$ cat config.mk
export PLATFORM = sky130hd
export DESIGN_NAME = alu_cntrl_pipe
export DESIGN_NICKNAME = d
export VERILOG_FILES = /design/src/rtl/alu_cntrl_pkg.sv /design/src/rtl/alu_cntrl_dec.sv /design/src/rtl/alu_cntrl_pipe.sv
export SDC_FILE = /design/constraint.sdc
export NUM_CORES = 1
export LEC_CHECK = 0
export ABC_AREA = 1
export BUFFER_PORTS_ARGS = -buffer_cell sky130_fd_sc_hd__buf_2
export CORE_MARGIN = 3
export CORE_UTILIZATION = 43
export DETAILED_ROUTE_END_ITERATION = 8
export PLACE_DENSITY_LB_ADDON = 0.15
export SETUP_SLACK_MARGIN = 0.5
export SYNTH_ARGS = -nofsm -noshare
export SYNTH_HDL_FRONTEND = slang
export SYNTH_SLANG_ARGS = --single-unit
$ cat constraint.sdc
create_clock -name clk -period 2.6 [get_ports clk]
set_input_delay 0 -clock clk [delete_from_list [all_inputs] [get_ports clk]]
set_output_delay 0 -clock clk [all_outputs]
set_load 0.005 [all_outputs]
$ cat src/rtl/alu_cntrl_pkg.sv
`default_nettype none
// ============================================================================
//  Module   : alu_cntrl_pkg
//  Brief    : Opcodes, ALU-op encodings, FSM state type and control bundle
//             shared by the ALU control stage and its decoder.
//  Revision : 1.0 - initial release
// ============================================================================
package alu_cntrl_pkg;

    localparam logic [4:0] OPC_SUBI     = 5'b01000;
    localparam logic [4:0] OPC_ANDNI    = 5'b01010;
    localparam logic [4:0] OPC_XORI     = 5'b01011;
    localparam logic [4:0] OPC_ROLI     = 5'b10101;
    localparam logic [4:0] OPC_RORI     = 5'b10110;
    localparam logic [4:0] OPC_SRLI     = 5'b10111;
    localparam logic [4:0] OPC_RR_SHIFT = 5'b11010;
    localparam logic [4:0] OPC_RR_ARITH = 5'b11011;
    localparam logic [4:0] OPC_NOSET    = 5'b11111;

    localparam logic [2:0] ALUOP_ROT = 3'b000;
    localparam logic [2:0] ALUOP_ADD = 3'b100;
    localparam logic [2:0] ALUOP_AND = 3'b101;

    typedef logic [0:0] state_t;
    localparam state_t ST_IDLE = 1'b0;
    localparam state_t ST_MUL  = 1'b1;

    typedef struct packed {
        logic [2:0] aluOp;
        logic       invA;
        logic       invB;
        logic       Cin;
        logic       sign;
        logic       rorSel;
    } ctrl_t;

endpackage
`default_nettype wire

$ cat src/rtl/alu_cntrl_dec.sv
`default_nettype none
// ============================================================================
//  Module   : alu_cntrl_dec
//  Brief    : Pure combinational opcode/funct decoder for the ALU controls.
//  Revision : 1.0 - initial release
// ============================================================================
module alu_cntrl_dec
    import alu_cntrl_pkg::*;
#(
    parameter logic [4:0] MUL_OPC = 5'b00010
) (
    input  logic [4:0] opCode,
    input  logic [1:0] funct,
    output ctrl_t      ctrl
);

    logic w_sets;
    logic w_rrArith;
    logic w_rrShift;

    // "Sets" family: 111xx excluding the all-ones opcode
    assign w_sets    = (opCode[4:2] == 3'b111) && (opCode != OPC_NOSET);
    assign w_rrArith = (opCode == OPC_RR_ARITH);
    assign w_rrShift = (opCode == OPC_RR_SHIFT);

    always_comb begin
        ctrl = '0;
        if (opCode == MUL_OPC) begin
            ctrl.aluOp = ALUOP_ADD;
        end else begin
            ctrl.invA     = (opCode == OPC_SUBI) | (w_rrArith & (funct == 2'b01));
            ctrl.invB     = w_sets | (opCode == OPC_ANDNI) | (w_rrArith & (funct == 2'b11));
            ctrl.Cin      = w_sets | (opCode == OPC_SUBI) | (w_rrArith & (funct == 2'b01));
            ctrl.sign     = w_sets | (w_rrArith & ~funct[1]) | (opCode[4:1] == 4'b0100)
                          | (opCode[4:2] == 3'b100);
            ctrl.aluOp[2] = ~((opCode[4:2] == 3'b101) | w_rrShift);
            ctrl.aluOp[1] = (opCode == OPC_XORI) | (opCode == OPC_SRLI)
                          | (w_rrShift & (funct == 2'b11)) | (w_rrArith & (funct == 2'b10));
            ctrl.aluOp[0] = (opCode[4:1] == 4'b0101) | (opCode == OPC_ROLI) | (opCode == OPC_SRLI)
                          | (w_rrShift & funct[0]) | (w_rrArith & funct[1]);
            ctrl.rorSel   = (opCode == OPC_RORI) | (w_rrShift & (funct == 2'b10));
        end
    end

endmodule
`default_nettype wire

$ cat src/rtl/alu_cntrl_pipe.sv
`default_nettype none
// ============================================================================
//  Module   : alu_cntrl_pipe
//  Brief    : Registered ALU control stage with valid/ready, stall/flush and
//             an N-step iterative multiply sequencer.
//  Revision : 1.0 - initial release
// ============================================================================
module alu_cntrl_pipe
    import alu_cntrl_pkg::*;
#(
    parameter int         N       = 16,
    parameter logic [4:0] MUL_OPC = 5'b00010,
    parameter int         CW      = $clog2(N)
) (
    input  logic       clk,
    input  logic       rst,
    input  logic       in_valid,
    output logic       in_ready,
    input  logic [4:0] opCode,
    input  logic [1:0] funct,
    input  logic       stall,
    input  logic       flush,
    output logic       out_valid,
    output logic [2:0] aluOp,
    output logic       invA,
    output logic       invB,
    output logic       Cin,
    output logic       sign,
    output logic       rorSel,
    output logic       mulStep,
    output logic       mulFirst,
    output logic       mulLast,
    output logic       busy
);

    localparam logic [CW-1:0] c_cntLast   = CW'(N - 1);
    localparam logic [CW-1:0] c_cntPenult = CW'(N - 2);

    ctrl_t          w_dec;
    ctrl_t          r_ctrl;
    state_t         r_state;
    logic [CW-1:0]  r_cnt;
    logic           r_outValid;
    logic           w_inMul;
    logic           w_atLast;
    logic           w_accept;

    alu_cntrl_dec #(
        .MUL_OPC (MUL_OPC)
    ) u_dec (
        .opCode  (opCode),
        .funct   (funct),
        .ctrl    (w_dec)
    );

    assign w_inMul  = (r_state == ST_MUL);
    assign w_atLast = w_inMul && (r_cnt == c_cntLast);
    assign in_ready = ~rst & ~stall & ~flush & (~w_inMul | w_atLast);
    assign w_accept = in_valid & in_ready;

    always_ff @(posedge clk) begin
        if (rst || flush) begin
            r_state    <= ST_IDLE;
            r_cnt      <= '0;
            r_outValid <= 1'b0;
            r_ctrl     <= '0;
        end else if (!stall) begin
            if (w_inMul && !w_atLast) begin
                r_cnt      <= r_cnt + CW'(1);
                r_outValid <= (r_cnt == c_cntPenult);
            end else if (w_accept) begin
                // Also covers the chained accept in the final multiply cycle
                r_ctrl <= w_dec;
                r_cnt  <= '0;
                if (opCode == MUL_OPC) begin
                    r_state    <= ST_MUL;
                    r_outValid <= 1'b0;
                end else begin
                    r_state    <= ST_IDLE;
                    r_outValid <= 1'b1;
                end
            end else begin
                r_state    <= ST_IDLE;
                r_cnt      <= '0;
                r_outValid <= 1'b0;
            end
        end
    end

    assign out_valid = r_outValid;
    assign aluOp     = r_ctrl.aluOp;
    assign invA      = r_ctrl.invA;
    assign invB      = r_ctrl.invB;
    assign Cin       = r_ctrl.Cin;
    assign sign      = r_ctrl.sign;
    assign rorSel    = r_ctrl.rorSel;
    assign busy      = w_inMul;
    assign mulStep   = w_inMul & ~stall;
    assign mulFirst  = w_inMul & ~stall & (r_cnt == '0);
    assign mulLast   = w_atLast & ~stall;

endmodule
`default_nettype wire

==> implementation parameters <==
Parameter                              Value

Layout
  Register cell area after layout    280 um^2
  Filler cell count    between 200 and 250
  Fin nets    179
  Most used cells in the layout excluding fill and tap cells    nand2_1, buf_2, inv_1
  Most common library cell in the layout ignoring fill and taps    nand2_1
  Ratio of cells with drive above 1 in the final layout    roughly a third
  Count of antenna diodes in the layout    0
  Layout overhead on the synthesized area    23.1%
  Number of cells in the finished layout apart from fillers    190
  Area used by multi-input combinational logic    543 um^2

Power and ir drop
  Power share of the combinational group    13.8%
  Cell area power density    slightly below 400 nW/um^2
  Internal Dissipation    ~0.32 mW
  Maximum resistive drop on vdd    between 0.3 and 0.4 mV
  Static leakage    about 0.54 nW
  Reg power frac    about 50%
  Clk pwr share    ~37%
  Switching power share of the total    between 20% and 30%
  Switching power summed over all nets    0.114 mW

Timing
  Maximum achievable frequency    around 700 MHz
  Fin worst setup slack    about 1.1 ns
  Final setup vio count    0
  Post-route worst hold slack    between 0.009 and 0.01 ns
  RSZ-0062 raised after global routing    no
  Post-layout min period    around 1.5 ns
  Max Transition Viols Final    0
  Layout Skew    approximately 0.0048 ns
  Final critical-path share of the clock period    56.3%
  Final Hold Viols    0
  Final setup TNS    0 ns
  Slew Limit Headroom    about three fifths
  Slew of the pin with the lowest slew margin    0.574 ns

CTS
  Post-CTS Setup Bufs    0
  Master cell of the clock root buffer    clkbuf_4
  Clock tree from TritonCTS    built
  Skew-Pair Late Insertion Delay    around 0.28 ns
  Post-CTS clock slew at the launch and capture registers of the worst setup and hold paths    0.09 ns
  Num CTS Buffers    3
  Number of sinks handled by clock tree synthesis    14
  H-Tree Level Count    1
  Maximum count of clock buffers along a single path    2

Run status
  Run status    finished clean

Logic synthesis
  Gate count after technology mapping    between 100 and 150
  Synthesized area divided by synthesized cell count    6.88 um^2
  Synthesized cell area    915 um^2
  Most area-hungry cell type in the Yosys netlist    dfxtp_1
  #FFs+latches synth    14
  Syn_nets    about 150
  Distinct cells, synth    25
  Post-synth top area share    30.6%
  Total number of yosys warnings    0
  Top post-synthesis cells by area    dfxtp_1, nand2_1, a21oi_2
  Sequential element share of the synthesized area    between 30% and 40%

Floorplanning
  Std-Cell Core Area    1980 um^2
  Core Rows    16
  Chip width    ~52 um
  Count of pins on the block boundary    26
  Overall die height    about 52 um
  Area of the die    between 2000 and 3000 um^2
  Initial cell density of the core    approximately 46%

Worst hold path
  Kind of path behind the tightest hold check    input port to flip-flop

Drt
  DRC violation count after routing    0
  Initial drt markers    20
  Routed vias/inst    around 4.9
  Remaining antenna violation count after routing    0
  First-pass DRT Iterations    4
  Via count    around 930
  Avg WL per Cell    10.9 um
  Total detailed-routing wirelength    approximately 2100 um

Job
  Total of max-cap violations    0

Setup path
  Worst setup path class    flip-flop to flip-flop
  Worst Path Required    around 2.8 ns
  Critical path endpoint category    flip-flop
  Worst Path Max Fanout    10
  CP Launch Type    flip-flop
  Arrival time at the worst endpoint    ~1.7 ns

Global route
  First-pass GRT wire length    between 3000 and 4000 um
  Initial antenna violation count    0
  Total global routing track utilization    ~18%
  Vias in the first global route    just under 900
  Remaining global-route overflow    0
  Pin count of the biggest net entering global routing    14

Place
  HPWL after DPL    about 1700 um
  Placement Setup Slack    1.18 ns
  Total of buffers placed on input and output ports    25
  Instance count after placement with tap cells included    184
  Weighted congestion at the end of routability-driven global placement    0.830
-- critical path, stage by stage, from the launching register on --
cell and delay, ns:
dfxtp_1 0.42, ha_1 0.23, nand3_2 0.11, nand2_2 0.09, inv_2 0.05, nor2_4 0.11, nand2_4 0.12, clkinv_8 0.10
nand2_1 0.07, a21oi_2 0.10
-- layout make-up --
class	count	share of cell area [%]
repair buffers	27	12.9
inverters	20	7.78
flip-flops and latches	14	24.9
well taps	27	3.00
multi-input cells	98	48.2
clock buffers	4	3.22
-- final timing paths --
path	endpoint	slack (ns)	cells past startpoint	start
max reg2reg	aluOp[0]	1.14	9	r_cnt[1]
max	aluOp[0]	1.14	9	r_cnt[1]
min reg2reg	invA	0.48	2	invA
min	r_cnt[1]	0.01	3	stall
-- layer usage --
metal  up-vias  track usage [%]  share of wire [%]  wire (um)
li1        490                -                  -          -
met1       413             20.5                 44        904
met2        21             31.0                 50       1040
met3         7             4.30                4.4         91
met4         0             5.68                2.0         42
met5         -                0                  0          0
-- sequential cells by signal (all words and copies together) (netlist names) --
register / cells
invB: 1
Cin: 1
invA: 1
aluOp: 3
out_valid: 1
r_cnt: 4
busy: 1
rorSel: 1
sign: 1
-- synth_stat cells, drive strengths merged --
master / n
a211oi: 1
a21oi: 14
a2bb2oi: 1
buf: 1
clkinv: 1
dfxtp: 14
ha: 3
inv: 19
nand2: 42
nand3: 13
nand3b: 1
nand4: 2
nor2: 15
nor3: 1
nor4: 1
o211a: 1
o21ai: 2
o31ai: 1
-- timing repair --
| action | in CTS | in global routing |
|---|---|---|
| hold buffers | 2 | 0 |
| hold endpoints to repair | 1 | 0 |
| gates resized for setup | 0 | 0 |
-- stage by stage --
stage	power [mW]	util (%)	area, um^2
5_1_grt	0.451	56.8	1130
6_report	0.436	56.8	1130
2_1_floorplan	0.256	-	915
3_5_place_dp	0.279	54.0	1070
3_3_place_gp	0.278	54.0	1070
4_1_cts	0.436	56.8	1130
-- power by group through the flow --
| stage | combinational, mW | clock, mW | sequential, mW |
|---|---|---|---|
| floorplan | 0.0342 | 0 | 0.222 |
| global placement | 0.0559 | 0 | 0.222 |
| detailed placement | 0.0576 | 0 | 0.222 |
| CTS | 0.0603 | 0.159 | 0.217 |
| global route | 0.0683 | 0.165 | 0.217 |
| finish | 0.0602 | 0.159 | 0.217 |
-- cell families (layout without fill, tap and decap cells) --
| logic type | Yosys count | after routing | synth area share (%) |
|---|---|---|---|
| buffers and inverters | 21 | 51 | 9.99 |
| AO/OA/AOI/OAI | 20 | 20 | 16.1 |
| AND/OR/NAND/NOR | 75 | 75 | 39.1 |
| adder cells (fa/ha/maj) | 3 | 3 | 4.10 |
| flip-flops | 14 | 14 | 30.6 |
Note: power is estimated with default switching activity, not from simulation.
